File: config.mk
export PLATFORM = sky130hd
export DESIGN_NAME = rdw_stage
export DESIGN_NICKNAME = d
export VERILOG_FILES = /design/src/rtl/rdw_stage.sv
export SDC_FILE = /design/constraint.sdc
export NUM_CORES = 1
export LEC_CHECK = 0
export BUFFER_PORTS_ARGS = -buffer_cell sky130_fd_sc_hd__buf_2
export CORE_AREA = 2 2 154 156
export CTS_CLUSTER_DIAMETER = 150
export DETAILED_ROUTE_END_ITERATION = 7
export DIE_AREA = 0 0 156 158
export GPL_TIMING_DRIVEN = 0
export PLACE_DENSITY = 0.7
export SYNTH_ARGS = -nofsm -noshare
export SYNTH_HDL_FRONTEND = slang
export SYNTH_SLANG_ARGS = --single-unit
File: constraint.sdc
create_clock -name clk -period 7.16 [get_ports clk]
set_clock_uncertainty 0.05 [all_clocks]
set_input_delay 1.432 -clock clk [delete_from_list [all_inputs] [get_ports clk]]
set_output_delay 1.432 -clock clk [all_outputs]
set_load 0.03 [all_outputs]
File: src/rtl/rdw_stage.sv
// ---------------------------------------------------------------------------
// rdw_stage : read-data-wait pipeline stage between MEM and WB.
//
// Holds one instruction, waits for the data-bus response (data_ok) of the
// request that instruction issued, captures rdata and hands the instruction
// to WB through a valid/ready handshake. Responses belonging to instructions
// killed by a WB flush are counted in discard_cnt and silently dropped when
// they come back, so a stale response is never credited to a younger load.
//
// Optional feature (macro RDW_DATA_BYPASS_EN):
//   When defined, a usable data_ok arriving in WAIT raises out_valid in the
//   same cycle and drives data_from_RDW straight from rdata. If WB is ready,
//   the occupant leaves without visiting HOLD. When undefined, the stage is
//   a pure registered path and out_valid follows the state register.
//
// Parameters:
//   PAYLOAD_W     width of the opaque side-band bundle passed through
//   CNT_W         width of the orphaned-response discard counter
//
// Ports:
//   clk           clock
//   rst           asynchronous, active-high reset
//   in_valid      MEM stage presents an instruction
//   in_ready      this stage can accept this cycle
//   in_req_sent   entering instruction issued a data-bus request
//   in_payload    side-band bundle of the entering instruction
//   data_ok       data-bus response strobe (one per request, in order)
//   rdata         response data, valid with data_ok
//   flush         WB flush, kills the occupant and the entering instruction
//   out_valid     instruction ready for WB
//   out_ready     WB can accept
//   out_payload   registered side-band bundle
//   data_from_RDW load data for WB
//   rdw_wait      occupant is still waiting for its response
// ---------------------------------------------------------------------------
module rdw_stage #(
  parameter int PAYLOAD_W = 160,
  parameter int CNT_W     = 2
) (
  input  logic                 clk,
  input  logic                 rst,
  input  logic                 in_valid,
  output logic                 in_ready,
  input  logic                 in_req_sent,
  input  logic [PAYLOAD_W-1:0] in_payload,
  input  logic                 data_ok,
  input  logic [31:0]          rdata,
  input  logic                 flush,
  output logic                 out_valid,
  input  logic                 out_ready,
  output logic [PAYLOAD_W-1:0] out_payload,
  output logic [31:0]          data_from_RDW,
  output logic                 rdw_wait
);

  typedef enum logic [1:0] {
    ST_EMPTY = 2'd0,
    ST_WAIT  = 2'd1,
    ST_HOLD  = 2'd2
  } state_t;

  // One extra bit so an overflow of the discard counter is visible to the
  // check below instead of silently wrapping.
  typedef logic [CNT_W:0] cnt_wide_t;

  state_t               state;
  state_t               state_next;
  logic [CNT_W-1:0]     discard_cnt;
  logic [CNT_W-1:0]     cnt_next;
  cnt_wide_t            cnt_wide;
  logic [PAYLOAD_W-1:0] payload_q;
  logic [31:0]          data_q;

  logic resp_use;
  logic resp_drop;
  logic accept;
  logic capture;
  logic bypass_fire;
  logic bypass_leave;
  logic inc_wait_kill;
  logic inc_mem_kill;

  // Response attribution: while orphans are outstanding, every data_ok
  // belongs to a killed instruction and is dropped.
  always_comb begin
    resp_drop = data_ok & (discard_cnt != '0);
    resp_use  = data_ok & (discard_cnt == '0);
  end

  // Handshake towards MEM. A flush blocks acceptance outright because the
  // instruction MEM is presenting is being killed as well.
  always_comb begin
    in_ready = ~rst & ~flush & ((state == ST_EMPTY) | ((state == ST_HOLD) & out_ready));
    accept   = in_valid & in_ready;
  end

  // A usable response is captured for the WAIT occupant or for a request
  // instruction entering this very cycle. Nothing is captured under flush,
  // since its owner is being killed anyway.
  always_comb begin
    capture = ~flush & resp_use & ((state == ST_WAIT) | (accept & in_req_sent));
  end

`ifdef RDW_DATA_BYPASS_EN
  // Same-cycle forwarding of the response to WB.
  always_comb begin
    bypass_fire   = ~flush & resp_use & (state == ST_WAIT);
    bypass_leave  = bypass_fire & out_ready;
    data_from_RDW = bypass_fire ? rdata : data_q;
  end
`else
  always_comb begin
    bypass_fire   = 1'b0;
    bypass_leave  = 1'b0;
    data_from_RDW = data_q;
  end
`endif

  // Outputs towards WB. The occupant is invisible to WB in a flush cycle.
  always_comb begin
    out_valid   = ~flush & ((state == ST_HOLD) | bypass_fire);
    out_payload = payload_q;
    rdw_wait    = (state == ST_WAIT);
  end

  // Next-state logic. Flush wins over everything; otherwise the occupant
  // progresses first and an accept in the same cycle overrides the result,
  // which covers the HOLD-drain-and-refill case.
  always_comb begin
    state_next = state;
    if (flush) begin
      state_next = ST_EMPTY;
    end else begin
      case (state)
        ST_WAIT: begin
          if (resp_use) begin
            state_next = bypass_leave ? ST_EMPTY : ST_HOLD;
          end
        end
        ST_HOLD: begin
          if (out_ready) begin
            state_next = ST_EMPTY;
          end
        end
        default: begin
          state_next = state;
        end
      endcase
      if (accept) begin
        state_next = (in_req_sent & ~resp_use) ? ST_WAIT : ST_HOLD;
      end
    end
  end

  // Discard counter bookkeeping. A flush orphans the WAIT occupant's request
  // (unless its response arrives in the same cycle) and the request of the
  // MEM instruction being killed; each dropped response retires one orphan.
  always_comb begin
    inc_wait_kill = flush & (state == ST_WAIT) & ~resp_use;
    inc_mem_kill  = flush & in_valid & in_req_sent;
    cnt_wide      = {1'b0, discard_cnt}
                  + cnt_wide_t'(inc_wait_kill)
                  + cnt_wide_t'(inc_mem_kill)
                  - cnt_wide_t'(resp_drop);
    cnt_next      = cnt_wide[CNT_W-1:0];
  end

  // State, counter and captured data registers.
  always_ff @(posedge clk or posedge rst) begin
    if (rst) begin
      state       <= ST_EMPTY;
      discard_cnt <= '0;
      payload_q   <= '0;
      data_q      <= '0;
    end else begin
      state       <= state_next;
      discard_cnt <= cnt_next;
      if (accept) begin
        payload_q <= in_payload;
      end
      if (capture) begin
        data_q <= rdata;
      end
    end
  end

`ifndef SYNTHESIS
  // Protocol checks: a usable response must have an owner, and the discard
  // counter must never reach its all-ones value (bus depth rules it out).
  always @(posedge clk) begin
    if (!rst) begin
      assert (!(resp_use & (state != ST_WAIT) & ~(accept & in_req_sent)))
        else $error("rdw_stage: data_ok with no outstanding request");
      assert (cnt_wide < cnt_wide_t'((1 << CNT_W) - 1))
        else $error("rdw_stage: discard counter overflow");
    end
  end
`endif

endmodule

==> results.md <==
- Synthesis-stage register bit count: 196
- # resized after CTS: 0
- IO Port Bufs: 392
- # diodes: 0
- P_leak: 0.00577 uW
- Number of global-route vias before repair: 5,239
- Switching pwr: 1750 uW
- RSZ-0062 raised after global routing: no
- Switching share of power: 0.401
- GR Overflow Total: 0
- Clock sink total: 196
- Syn avg cell area: 17.7 um2
- Crit-path cells: clkbuf_1 > nor4_1 > buf_2
- H-tree Lvls: 4
- Layout Cells excl Fill: 1,153
- Die Footprint: 24,600 um2
- Reg power frac: 0.383
- Worst Tran Pin Value: 0.619 ns
- CP max stage delay: 0.28 ns
- HPWL Detailed: 14.3 mm
- CTS Buf Count: 17
- Post-layout minimum cycle time: 3.62 ns
- Bufs and invs on worst path: 2
- Final Hold Fails: 0
- Clk slew on worst S/H paths: 0.07 ns
- DP Area: 10,100 um2
- Area of the mapped netlist: 7790 um2
- Filler cell count: 2,124
- Site Rows: 56
- Via count: 5,132
- Logic gate share of total power: 0.407
- Critical path endpoint category: output port
- Vias per Instance: 4.45
- Clk buf depth: 2
- DP Cell Count: 1,122
- 1st-pass router iterations: 4
- Cell-internal power: 2620 uW
- Crit path arrival time: 2.13 ns
- Syn Nets: 640
- Initial drt markers: 198
- Area of the core: 23,100 um2
- Synth warn: 0
- Clk pwr share: 0.210
- # DRC: 0
- Status: finished, final reports clean
- Power per Cell Area: 408 nW/um2
- # Post-CTS Setup Buffers: 0
- Hold Path Class: reg -> reg
- Num ports: 394
- Post-DRT Antenna Nets: 0
- Die X: 156 um
- Area of the multi-input gates: 2700 um2
- Critical Path RT: 5.68 ns
- Worst path slowest cell: nor4_1
- Largest net degree at the start of global routing: 114
- Initial antenna violation count: 1
- Worst setup SP type: input pin
- Layout Nets: 1,052
- Root Buffer: clkbuf_16
- Layout cell share with drive strength beyond 1: 0.691
- First-pass GRT wire length: 28.2 mm
- Mapped Cells: 439
- Total wire length: 18.9 mm
- Initial Utilization: 0.338
- Worst-Skew Late Latency: 0.42 ns
- Period utilization: 0.505
- Max-slew headroom: 0.587
- Max-slew violation total from the final report: 0
- Reg2reg setup slack: 5.01 ns
- Critical path peak fanout: 9
- Endpoints failing setup: 0
- CTS tree: done
- Unique masters post-synth: 29
- Top delay family on crit path: buffers and inverters
- Final instance area: 10,700 um2
- Sequential fraction of the synthesis area: 0.630
- CTS Hold Bufs: 0
- GP Congestion: 0.781
- Area grow syn2layout: 37.5%
- Fmax: 0.277 GHz
- Worst vdd ir: 192 uV
- Max-cap violation count: 0
- Gr usage total: 0.148
- Die height: 158 um
- Mean routed wirelength per cell: 16.4 um
- Critical path type: in -> out
- Register Area: 4900 um2
[registers in the layout, indices dropped and copies added (netlist names)]
name / count
discard_cnt: 2
out_payload: 160
data_from_RDW: 32
state: 2
[worst paths after layout]
kind | cells past startpoint | start | endpoint
setup / recovery | 3 | flush | in_ready
hold / removal | 1 | out_payload[156] | out_payload[156]
setup reg to reg | 6 | discard_cnt[1] | discard_cnt[1]
hold reg to reg | 1 | out_payload[156] | out_payload[156]
max in group asynchronous | 3 | rst | out_payload[72]
min in group asynchronous | 2 | rst | data_from_RDW[0]
[synth_stat cells]
master	instances	share of area
nor2_1	2	0.00096
or4_1	1	0.00096
buf_6	10	0.014
xor2_1	1	0.0011
nand2b_1	1	0.00080
o21a_1	1	0.00096
a21o_1	1	0.00096
nand4bb_1	1	0.0014
nand3_1	2	0.0013
or3b_2	1	0.0011
fa_1	1	0.0026
mux2_4	90	0.17
mux2_2	60	0.087
nor3b_1	2	0.0019
buf_2	11	0.0071
mux2_1	43	0.062
nor3_1	1	0.00064
ha_1	1	0.0016
nor2b_1	1	0.00080
a22oi_1	1	0.00096
o31ai_1	1	0.00096
clkbuf_1	1	0.00048
nand3b_1	1	0.00096
nor4_1	1	0.00080
xnor2_1	1	0.0011
o21ai_1	1	0.00064
inv_1	4	0.0019
a22o_1	1	0.0011
dfrtp_1	196	0.63
[cells by family (layout without fill, tap and decap cells)]
kind of cell / count (synthesis) / count (layout) / synth area share
AO/OA/AOI/OAI: 6 / 6 / 0.00562
XOR/XNOR: 2 / 2 / 0.00225
adder cells (fa/ha/maj): 2 / 2 / 0.00418
buffers and inverters: 26 / 450 / 0.0239
flip-flops: 196 / 196 / 0.630
multiplexers: 193 / 193 / 0.322
AND/OR/NAND/NOR: 14 / 14 / 0.0117
[metrics by stage]
stage	TNS [ns]	hold slack [ns]	setup WS [ns]	util	total power [uW]
final	0	0.435	3.54	0.464	4370
after global placement	-378.13	0.419	-1.95	0.439	3450
after detailed placement	0	0.425	3.55	0.440	3480
after floorplan	0	0.411	0.337	-	2920
after global routing	0	0.458	3.50	0.464	4590
after CTS	0	0.441	3.54	0.464	4420
[worst register-to-register path: stages, from the launching register on]
cell,delay [ns]
dfrtp_1,0.40
or3b_2,0.54
nand3_1,0.11
ha_1,0.24
fa_1,0.42
xor2_1,0.16
xnor2_1,0.12
[final cells by class]
class,count,area share
clock inverters,12,0.0108
repair buffers,393,0.186
multi-input cells,217,0.252
plain buffers,22,0.0160
flip-flops and latches,196,0.458
inverters,4,0.00210
clock buffers,19,0.0414
well taps,290,0.0339
[metal layers]
layer / vias up / track usage / wire (um)
met5: - / 0 / 0
met4: 0 / 0.0533 / 310
met3: 18 / 0.0454 / 1430
met2: 225 / 0.260 / 9800
met1: 2522 / 0.171 / 7410
li1: 2367 / - / -
[cell usage in the layout, fill, tap and decap left out, types with 2 or more instances in the layout]
cell	Yosys	routed
clkbuf_1	1	2
buf_2	11	403
nor2_1	2	2
nor3b_1	2	2
dfrtp_1	196	196
clkinv_4	0	7
inv_8	0	5
clkbuf_16	0	17
buf_6	10	10
mux2_2	60	60
nand3_1	2	2
mux2_1	43	43
mux2_4	90	90
inv_1	4	3
[power by group through the flow]
stage	Sequential, uW	Combinational (uW)	Clock [uW]
2_1_floorplan	2430	488	0
3_3_place_gp	1680	1770	0
3_5_place_dp	1690	1800	0
4_1_cts	1680	1800	947
5_1_grt	1730	1870	995
6_report	1670	1780	918
Note: power is estimated with default switching activity, not from simulation.
